[config.mk]
export PLATFORM = sky130hd
export DESIGN_NAME = alu_arbiter_flat
export DESIGN_NICKNAME = d
export VERILOG_FILES = /design/src/rtl/alu_pkg.sv /design/src/rtl/alu_arbiter_if.sv /design/src/rtl/rr_arb2.sv /design/src/rtl/alu_arbiter.sv /design/src/flat_wrapper.sv
export SDC_FILE = /design/constraint.sdc
export NUM_CORES = 1
export LEC_CHECK = 0
export ABC_AREA = 0
export CORE_MARGIN = 5
export CORE_UTILIZATION = 38
export CTS_CLUSTER_DIAMETER = 150
export CTS_CLUSTER_SIZE = 24
export DETAILED_ROUTE_END_ITERATION = 8
export PLACE_DENSITY = 0.79
export SYNTH_ARGS = -nofsm -noshare
export SYNTH_HDL_FRONTEND = slang
export SYNTH_SLANG_ARGS = --single-unit
[constraint.sdc]
create_clock -name clk -period 3.5 [get_ports clk]
set_input_delay 0.875 -clock clk [delete_from_list [all_inputs] [get_ports clk]]
set_output_delay 0.875 -clock clk [all_outputs]
set_load 0.05 [all_outputs]
[src/rtl/alu_pkg.sv]
// Shared types and constants for the execute-stage ALU arbiter:
// opcodes, flag bit positions and the issue-register payload.
package alu_pkg;

  localparam int DATA_WIDTH     = 32;
  localparam int ALU_CTRL_WIDTH = 4;
  localparam int FLAG_WIDTH     = 4;
  localparam int NUM_REQ        = 2;

  localparam logic [ALU_CTRL_WIDTH-1:0] ALU_ADD  = 4'b0000;
  localparam logic [ALU_CTRL_WIDTH-1:0] ALU_SUB  = 4'b0001;
  localparam logic [ALU_CTRL_WIDTH-1:0] ALU_SLL  = 4'b0010;
  localparam logic [ALU_CTRL_WIDTH-1:0] ALU_SLT  = 4'b0011;
  localparam logic [ALU_CTRL_WIDTH-1:0] ALU_SLTU = 4'b0100;
  localparam logic [ALU_CTRL_WIDTH-1:0] ALU_XOR  = 4'b0101;
  localparam logic [ALU_CTRL_WIDTH-1:0] ALU_SRL  = 4'b0110;
  localparam logic [ALU_CTRL_WIDTH-1:0] ALU_SRA  = 4'b0111;
  localparam logic [ALU_CTRL_WIDTH-1:0] ALU_OR   = 4'b1000;
  localparam logic [ALU_CTRL_WIDTH-1:0] ALU_AND  = 4'b1001;
  localparam logic [ALU_CTRL_WIDTH-1:0] ALU_LUI  = 4'b1011;

  // Flag bundle is {Zero, N, C, V}
  localparam int FLAG_ZERO = 3;
  localparam int FLAG_N    = 2;
  localparam int FLAG_C    = 1;
  localparam int FLAG_V    = 0;

  typedef enum logic {
    REQ0 = 1'b0,
    REQ1 = 1'b1
  } req_id_t;

  typedef struct packed {
    logic [DATA_WIDTH-1:0]     SrcA;
    logic [DATA_WIDTH-1:0]     SrcB;
    logic [ALU_CTRL_WIDTH-1:0] ALUControl;
    req_id_t                   Owner;
  } alu_issue_t;

  function automatic logic [FLAG_WIDTH-1:0] pack_flags(input logic zero,
                                                      input logic neg,
                                                      input logic carry,
                                                      input logic ovf);
    logic [FLAG_WIDTH-1:0] f;
    f            = '0;
    f[FLAG_ZERO] = zero;
    f[FLAG_N]    = neg;
    f[FLAG_C]    = carry;
    f[FLAG_V]    = ovf;
    return f;
  endfunction

endpackage

[src/rtl/alu_arbiter_if.sv]
// Requester, response and external-ALU signals of the ALU arbiter.
// slave = arbiter side, master = requesters plus the ALU beside it.
interface alu_arbiter_if;
  import alu_pkg::*;

  logic [NUM_REQ-1:0]                     ReqValid;
  logic [NUM_REQ-1:0]                     ReqReady;
  logic [NUM_REQ-1:0][DATA_WIDTH-1:0]     ReqSrcA;
  logic [NUM_REQ-1:0][DATA_WIDTH-1:0]     ReqSrcB;
  logic [NUM_REQ-1:0][ALU_CTRL_WIDTH-1:0] ReqALUControl;

  logic [DATA_WIDTH-1:0]                  AluSrcA;
  logic [DATA_WIDTH-1:0]                  AluSrcB;
  logic [ALU_CTRL_WIDTH-1:0]              AluControl;
  logic [DATA_WIDTH-1:0]                  AluResult;
  logic                                   AluZero;
  logic                                   AluN;
  logic                                   AluC;
  logic                                   AluV;

  logic [NUM_REQ-1:0]                     RspValid;
  logic [NUM_REQ-1:0]                     RspReady;
  logic [NUM_REQ-1:0][DATA_WIDTH-1:0]     RspResult;
  logic [NUM_REQ-1:0][FLAG_WIDTH-1:0]     RspFlags;

  modport slave (
    input  ReqValid, ReqSrcA, ReqSrcB, ReqALUControl, RspReady,
    input  AluResult, AluZero, AluN, AluC, AluV,
    output ReqReady, RspValid, RspResult, RspFlags,
    output AluSrcA, AluSrcB, AluControl
  );

  modport master (
    output ReqValid, ReqSrcA, ReqSrcB, ReqALUControl, RspReady,
    output AluResult, AluZero, AluN, AluC, AluV,
    input  ReqReady, RspValid, RspResult, RspFlags,
    input  AluSrcA, AluSrcB, AluControl
  );

endinterface

[src/rtl/rr_arb2.sv]
// Two-way round-robin picker, purely combinational.
// last_i is the id of the previous winner; it loses a tie.
module rr_arb2 (
  input  logic [1:0] req_i,
  input  logic       last_i,
  output logic [1:0] grant_o
);

  always_comb begin
    grant_o = 2'b00;
    unique case (req_i)
      2'b01:   grant_o = 2'b01;
      2'b10:   grant_o = 2'b10;
      2'b11:   grant_o = last_i ? 2'b01 : 2'b10;
      default: grant_o = 2'b00;
    endcase
  end

endmodule

[src/rtl/alu_arbiter.sv]
// Shares one external execute-stage ALU between two requesters: round-robin
// accept, one issue register feeding the ALU, one response slot per requester.
module alu_arbiter
  import alu_pkg::*;
(
  input  logic         clk,
  input  logic         rst_n,
  alu_arbiter_if.slave bus
);

  alu_issue_t                         issue_q, issue_d;
  logic                               issue_valid_q, issue_valid_d;
  logic                               last_q, last_d;
  logic [NUM_REQ-1:0]                 rsp_valid_q, rsp_valid_d;
  logic [NUM_REQ-1:0][DATA_WIDTH-1:0] rsp_result_q, rsp_result_d;
  logic [NUM_REQ-1:0][FLAG_WIDTH-1:0] rsp_flags_q, rsp_flags_d;

  logic [NUM_REQ-1:0] owner_onehot;
  logic [NUM_REQ-1:0] eligible;
  logic [NUM_REQ-1:0] compete;
  logic [NUM_REQ-1:0] grant;
  logic               grant_sel;
  logic [FLAG_WIDTH-1:0] alu_flags;

  // A requester may only have one op in flight: it waits while its op sits
  // in the issue register, or while its slot is full and not being popped.
  always_comb begin
    owner_onehot = 2'b00;
    if (issue_valid_q) begin
      owner_onehot = (issue_q.Owner == REQ1) ? 2'b10 : 2'b01;
    end
    eligible = ~owner_onehot & (~rsp_valid_q | bus.RspReady);
    compete  = bus.ReqValid & eligible & {NUM_REQ{rst_n}};
  end

  rr_arb2 u_rr_arb2 (
    .req_i   (compete),
    .last_i  (last_q),
    .grant_o (grant)
  );

  assign grant_sel    = grant[1];
  assign bus.ReqReady = grant;

  always_comb begin
    issue_d       = '0;
    issue_valid_d = 1'b0;
    last_d        = last_q;
    if (|grant) begin
      issue_d.SrcA       = bus.ReqSrcA[grant_sel];
      issue_d.SrcB       = bus.ReqSrcB[grant_sel];
      issue_d.ALUControl = bus.ReqALUControl[grant_sel];
      issue_d.Owner      = grant_sel ? REQ1 : REQ0;
      issue_valid_d      = 1'b1;
      last_d             = grant_sel;
    end
  end

  assign alu_flags = pack_flags(bus.AluZero, bus.AluN, bus.AluC, bus.AluV);

  // An incoming write takes priority over a pop in the same cycle.
  always_comb begin
    rsp_valid_d  = rsp_valid_q;
    rsp_result_d = rsp_result_q;
    rsp_flags_d  = rsp_flags_q;
    for (int i = 0; i < NUM_REQ; i++) begin
      if (owner_onehot[i]) begin
        rsp_valid_d[i]  = 1'b1;
        rsp_result_d[i] = bus.AluResult;
        rsp_flags_d[i]  = alu_flags;
      end else if (rsp_valid_q[i] && bus.RspReady[i]) begin
        rsp_valid_d[i]  = 1'b0;
      end
    end
  end

  always_ff @(posedge clk or negedge rst_n) begin
    if (!rst_n) begin
      issue_q       <= '0;
      issue_valid_q <= 1'b0;
      last_q        <= 1'b1;
      rsp_valid_q   <= '0;
      rsp_result_q  <= '0;
      rsp_flags_q   <= '0;
    end else begin
      issue_q       <= issue_d;
      issue_valid_q <= issue_valid_d;
      last_q        <= last_d;
      rsp_valid_q   <= rsp_valid_d;
      rsp_result_q  <= rsp_result_d;
      rsp_flags_q   <= rsp_flags_d;
    end
  end

  assign bus.AluSrcA    = issue_q.SrcA;
  assign bus.AluSrcB    = issue_q.SrcB;
  assign bus.AluControl = issue_q.ALUControl;
  assign bus.RspValid   = rsp_valid_q;
  assign bus.RspResult  = rsp_result_q;
  assign bus.RspFlags   = rsp_flags_q;

endmodule

[src/flat_wrapper.sv]
// flat-port wrapper written by rule: the top's interface ports become plain ports
module alu_arbiter_flat import alu_pkg::*;
  (clk, rst_n, bus_ReqValid, bus_ReqSrcA, bus_ReqSrcB, bus_ReqALUControl, bus_RspReady, bus_AluResult, bus_AluZero, bus_AluN, bus_AluC, bus_AluV, bus_ReqReady, bus_RspValid, bus_RspResult, bus_RspFlags, bus_AluSrcA, bus_AluSrcB, bus_AluControl);
  alu_arbiter_if bus_i ();
  input  logic clk;
  input  logic rst_n;
  input wire logic [$bits(bus_i.ReqValid)-1:0] bus_ReqValid;
  input wire logic [$bits(bus_i.ReqSrcA)-1:0] bus_ReqSrcA;
  input wire logic [$bits(bus_i.ReqSrcB)-1:0] bus_ReqSrcB;
  input wire logic [$bits(bus_i.ReqALUControl)-1:0] bus_ReqALUControl;
  input wire logic [$bits(bus_i.RspReady)-1:0] bus_RspReady;
  input wire logic [$bits(bus_i.AluResult)-1:0] bus_AluResult;
  input wire logic [$bits(bus_i.AluZero)-1:0] bus_AluZero;
  input wire logic [$bits(bus_i.AluN)-1:0] bus_AluN;
  input wire logic [$bits(bus_i.AluC)-1:0] bus_AluC;
  input wire logic [$bits(bus_i.AluV)-1:0] bus_AluV;
  output wire logic [$bits(bus_i.ReqReady)-1:0] bus_ReqReady;
  output wire logic [$bits(bus_i.RspValid)-1:0] bus_RspValid;
  output wire logic [$bits(bus_i.RspResult)-1:0] bus_RspResult;
  output wire logic [$bits(bus_i.RspFlags)-1:0] bus_RspFlags;
  output wire logic [$bits(bus_i.AluSrcA)-1:0] bus_AluSrcA;
  output wire logic [$bits(bus_i.AluSrcB)-1:0] bus_AluSrcB;
  output wire logic [$bits(bus_i.AluControl)-1:0] bus_AluControl;
  assign bus_i.ReqValid = bus_ReqValid;
  assign bus_i.ReqSrcA = bus_ReqSrcA;
  assign bus_i.ReqSrcB = bus_ReqSrcB;
  assign bus_i.ReqALUControl = bus_ReqALUControl;
  assign bus_i.RspReady = bus_RspReady;
  assign bus_i.AluResult = bus_AluResult;
  assign bus_i.AluZero = bus_AluZero;
  assign bus_i.AluN = bus_AluN;
  assign bus_i.AluC = bus_AluC;
  assign bus_i.AluV = bus_AluV;
  assign bus_ReqReady = bus_i.ReqReady;
  assign bus_RspValid = bus_i.RspValid;
  assign bus_RspResult = bus_i.RspResult;
  assign bus_RspFlags = bus_i.RspFlags;
  assign bus_AluSrcA = bus_i.AluSrcA;
  assign bus_AluSrcB = bus_i.AluSrcB;
  assign bus_AluControl = bus_i.AluControl;
  alu_arbiter u_core (.clk(clk), .rst_n(rst_n), .bus(bus_i));
endmodule
Word-level counts from Yosys, hierarchy flattened --
Index checks and enable logic that the tools add are counted.
Operators by class: order comparisons 1, equal/unequal tests 3, muxes and demuxes 17, bitwise gates (word level) 6, reductions and logical operators 5
Operator list (number):
- 32-bit 2-to-1 mux | 4
- 69-bit 2-to-1 mux | 1
- 4-bit 2-to-1 mux | 2
- 2-bit bitwise AND | 3
- 1-bit 2-to-1 mux | 6
- 2-bit 2-to-1 mux | 3
- 2-bit case mux with 3 select lines | 1
- 2-bit equality test (second input constant) | 2
- 2-bit inverter | 2
- 2-bit nonzero test | 2
- 2-bit by 1-bit equality test with 1-bit output (second input constant) | 1
- 1-bit logical AND | 2
- 1-bit by 2-bit < comparator with 1-bit output (second input constant) | 1
- 2-bit OR | 1
- 2-bit OR reduction | 1
Storage, ports and cells: bits in registers 145, bits of input ports 178, output and inout bits 144

Logic depth before layout (Yosys ltp) --
word-level depth 11, mapped depth 7

Modules after synthesis --
A second synthesis with hierarchy kept.
Second synthesis, totals: cells, all modules 536, area, all modules 6157.2 µm²
By module, submodules not included:
- alu_arbiter | times used 1, cells each 533, area an instance 6138.4 µm², sequential area each 3629.7 µm²
- rr_arb2 | times used 1, cells each 3, area an instance 18.8 µm², sequential area each 0.0 µm²

Least setup slack after synthesis --
Ideal clock, no wire load.
path kind input to output, start input bus_RspReady[0], end output bus_ReqReady[1], arrival 1.812 ns, data required time 2.625 ns, setup slack 0.813 ns, stages on the path 4, cells stage by stage nor2b_1 nor3_4 a211oi_4 buf_2
Between the ends: word-level cells in the longest chain between the ends 6, elaborated cells on any way between the ends 8, those cells by class eq/ne (3); mux (1); bitwise (4)
Ends and longest elaborated chain:
- from (decl) | RTL line flat_wrapper.sv:11 | input wire logic [$bits(bus_i.RspReady)-1:0] bus_RspReady;
- 2-bit OR * | RTL line alu_arbiter.sv:32 | eligible = ~owner_onehot & (~rsp_valid_q | bus.RspReady);
- 2-bit bitwise AND * | RTL line alu_arbiter.sv:32
- 2-bit bitwise AND * (2 in a row) | RTL line alu_arbiter.sv:33 | compete = bus.ReqValid & eligible & {NUM_REQ{rst_n}};
- 2-bit equality test / 2-bit by 1-bit equality test with 1-bit output (equally long branches) | RTL line rr_arb2.sv:11 | unique case (req_i)
- 2-bit case mux with 3 select lines * | RTL line rr_arb2.sv:11
- to (decl) | RTL line flat_wrapper.sv:17 | output wire logic [$bits(bus_i.ReqReady)-1:0] bus_ReqReady;
Mark *: on every way between the ends. The rest lies on a longest branch, timed or not.

Final worst setup path --
Same ends and word-level chain as after synthesis.

==> flow_summary.toml <==
[floorplanning]
dieWidth_um = 134
dieArea_um2 = 17900
die_height_um = 134
initial_core_util_pct = 38.5
num_rows = 45
io_pins = 322
core_area_um2 = 15100

[detailed_routing]
first_iter_violations = 202
wl_per_cell_um = 18.8
firstDrtPassIters = 6
dr_total_vias = 4400
routed_via_density = 4.77
ant_nets = 0
wirelength_mm = 17.4
drc = 0

[cts]
clockRootBuffer = "clkbuf_16"
clock_path_buffers = 2
cts.clk_slew.worst_paths_ns = 0.06
cts_resized = 0
cts_tree = "done"
h-tree-depth = 4
clock-sinks = 145
cts_setup_buffers = 0
cts_made_buffers = 17
clock_latency_ns = 0.40
holdBufCountCts = 0

[sta]
fin_tns_setup_ns = 0
rsz0062_at_grt = "no"
slew-limit-headroom_pct = 40.2
slew_violations = 0
fmax_mhz = 332
hold_viol = 0
setup_viol = 0
fin_crit_sh_pct = 86.1
fin_skew_ns = 0.00474
fin_crit_ns = 3.01
worstMarginPinSlew_ns = 0.897

[global_routing]
grt_pass1_wl_mm = 26.9
grt_overflow = 0
grt_usage_pct = 19.4
grt_pass1_vias = 4879
antenna_found_initial = 0
grt_start_max_net_pins = 72

[setup_path]
crit_start = "bus_RspReady[0]"
cp_max_fo = 4
critPathLaunchType = "input port"
worstPathRequired_ns = 2.62
r2r_cells = 5
end_kind = "primary output"
worstPathArrival_ns = 2.14
crit_type = "in2out"
worstReg2RegStart = "u_core.issue_valid_q"

[power]
p_per_area_nw_per_um2 = 712
ir_worst_vdd_mv = 0.315
leakage_nw = 4.14

[placed_design]
io_buffers = 321
dp_hpwl_mm = 13.1
dp.cells = 890
gp_congestion = 0.785

[synthesis]
netlist_area_um2 = 5830
ys_top_cells_by_area = "dfrtp_1, a22o_1, buf_4"
ys_warn_count = 0
syn_nets = 647
synth_top_area_share_pct = 61.8
synth_cells = 469
yosys.area.top_type = "dfrtp_1"
avgSynthCellArea_um2 = 12.4
ys_types = 25
ys_ff_latch = 145
yosysSeqAreaShare_pct = 62.3

[min_path]
hp-class = "in2async"

[flow_run]
cap_violations = 0

[final_layout]
final_cell_mix = "clkdlybuf4s50_1, dfrtp_1, nand2_1, a22o_1, mux2_2"
regArea_um2 = 3630
multi_input_area_um2 = 1540
fill_cells = 1149
diodes = 0
final_common_cell = "clkdlybuf4s50_1"
drive_above_1_share_pct = 11.6
instances_no_fill = 922
area_delta_synth_final_pct = 60.2
final_net_count = 899

[run_status]
outcome = "finished clean"
## flip-flops by register name, indices dropped and copies added (netlist names)
signal and flops:
u_core.issue_valid_q 1, u_core.issue_q 1, u_core.last_q 1, u_core.bus.AluControl 4, u_core.bus.AluSrcB 32, u_core.bus.RspValid 2
u_core.bus.RspResult 64, u_core.bus.AluSrcA 32, u_core.bus.RspFlags 8
## path summary, 6_finish.rpt
check,end,slack (ns)
setup / recovery,bus_ReqReady[1],0.49
hold / removal,u_core.bus.AluSrcA[17],0.30
setup reg to reg,u_core.bus.AluSrcA[1],1.45
hold reg to reg,u_core.bus.RspResult[6],0.48
max in group asynchronous,u_core.bus.RspResult[38],2.05
min in group clk,u_core.bus.RspResult[6],0.48
## layer usage
metal  share of wire (%)  up-vias  GRT usage [%]
li1                    -     2028              -
met1                  36     2149           20.7
met2                  53      198           34.4
met3                 9.4       25           7.91
met4                 2.4        0           7.26
met5                   0        -              0
## cell usage after synthesis
| master | number |
|---|---|
| nand2_1 | 110 |
| dfstp_2 | 1 |
| a211oi_4 | 1 |
| a22o_1 | 68 |
| o21ai_2 | 1 |
| nor3_4 | 1 |
| and2_1 | 1 |
| a211oi_1 | 1 |
| dfrtp_1 | 144 |
| nor2b_1 | 1 |
| nand2b_1 | 1 |
| nand2_2 | 1 |
| buf_6 | 3 |
| o31a_1 | 1 |
| clkbuf_1 | 6 |
| buf_2 | 15 |
| mux2_2 | 36 |
| or2_2 | 1 |
| o21bai_1 | 1 |
| buf_1 | 3 |
| buf_4 | 68 |
| nor2b_4 | 1 |
| o22ai_1 | 1 |
| a21boi_0 | 1 |
| inv_1 | 1 |
## metrics by stage
stage	power (W)	worst slack (ns)	area, um^2	hold slack, ns	util, %
floorplan	0.00381	0.813	5830	0.562	-
global placement	0.00471	0.531	8700	0.456	57.4
detailed placement	0.00477	0.494	8700	0.466	57.4
CTS	0.00672	0.478	9340	0.284	61.6
global route	0.00691	0.392	9340	0.287	61.6
finish	0.00665	0.487	9340	0.298	61.6
## final cells by class
class	instances	share of cell area [%]
clock inverters	12	1.93
multi-input cells	228	16.5
repair buffers	328	35.2
clock buffers	20	4.89
flip-flops and latches	145	38.9
well taps	188	2.52
inverters	1	0.0402
## worst max-delay path, stage by stage
cell and delay, ns:
clkdlybuf4s50_1 0.41, nor2b_1 0.26, nor3_4 0.10, a211oi_4 0.31, buf_12 0.18
## cell families after synthesis
family	count (synthesis)	share of synthesized area [%]
flip-flops	145	62.3
AND/OR/NAND/NOR	117	8.14
buffers and inverters	96	11.3
AO/OA/AOI/OAI	75	11.4
multiplexers	36	6.96
## report_power, final
part	internal (W)	total, W	switching, W
combinational	0.000930	0.00254	0.00161
sequential	0.00201	0.00218	0.000170
clock	0.00123	0.00193	0.000697
Power figures use the tool's default switching activity.
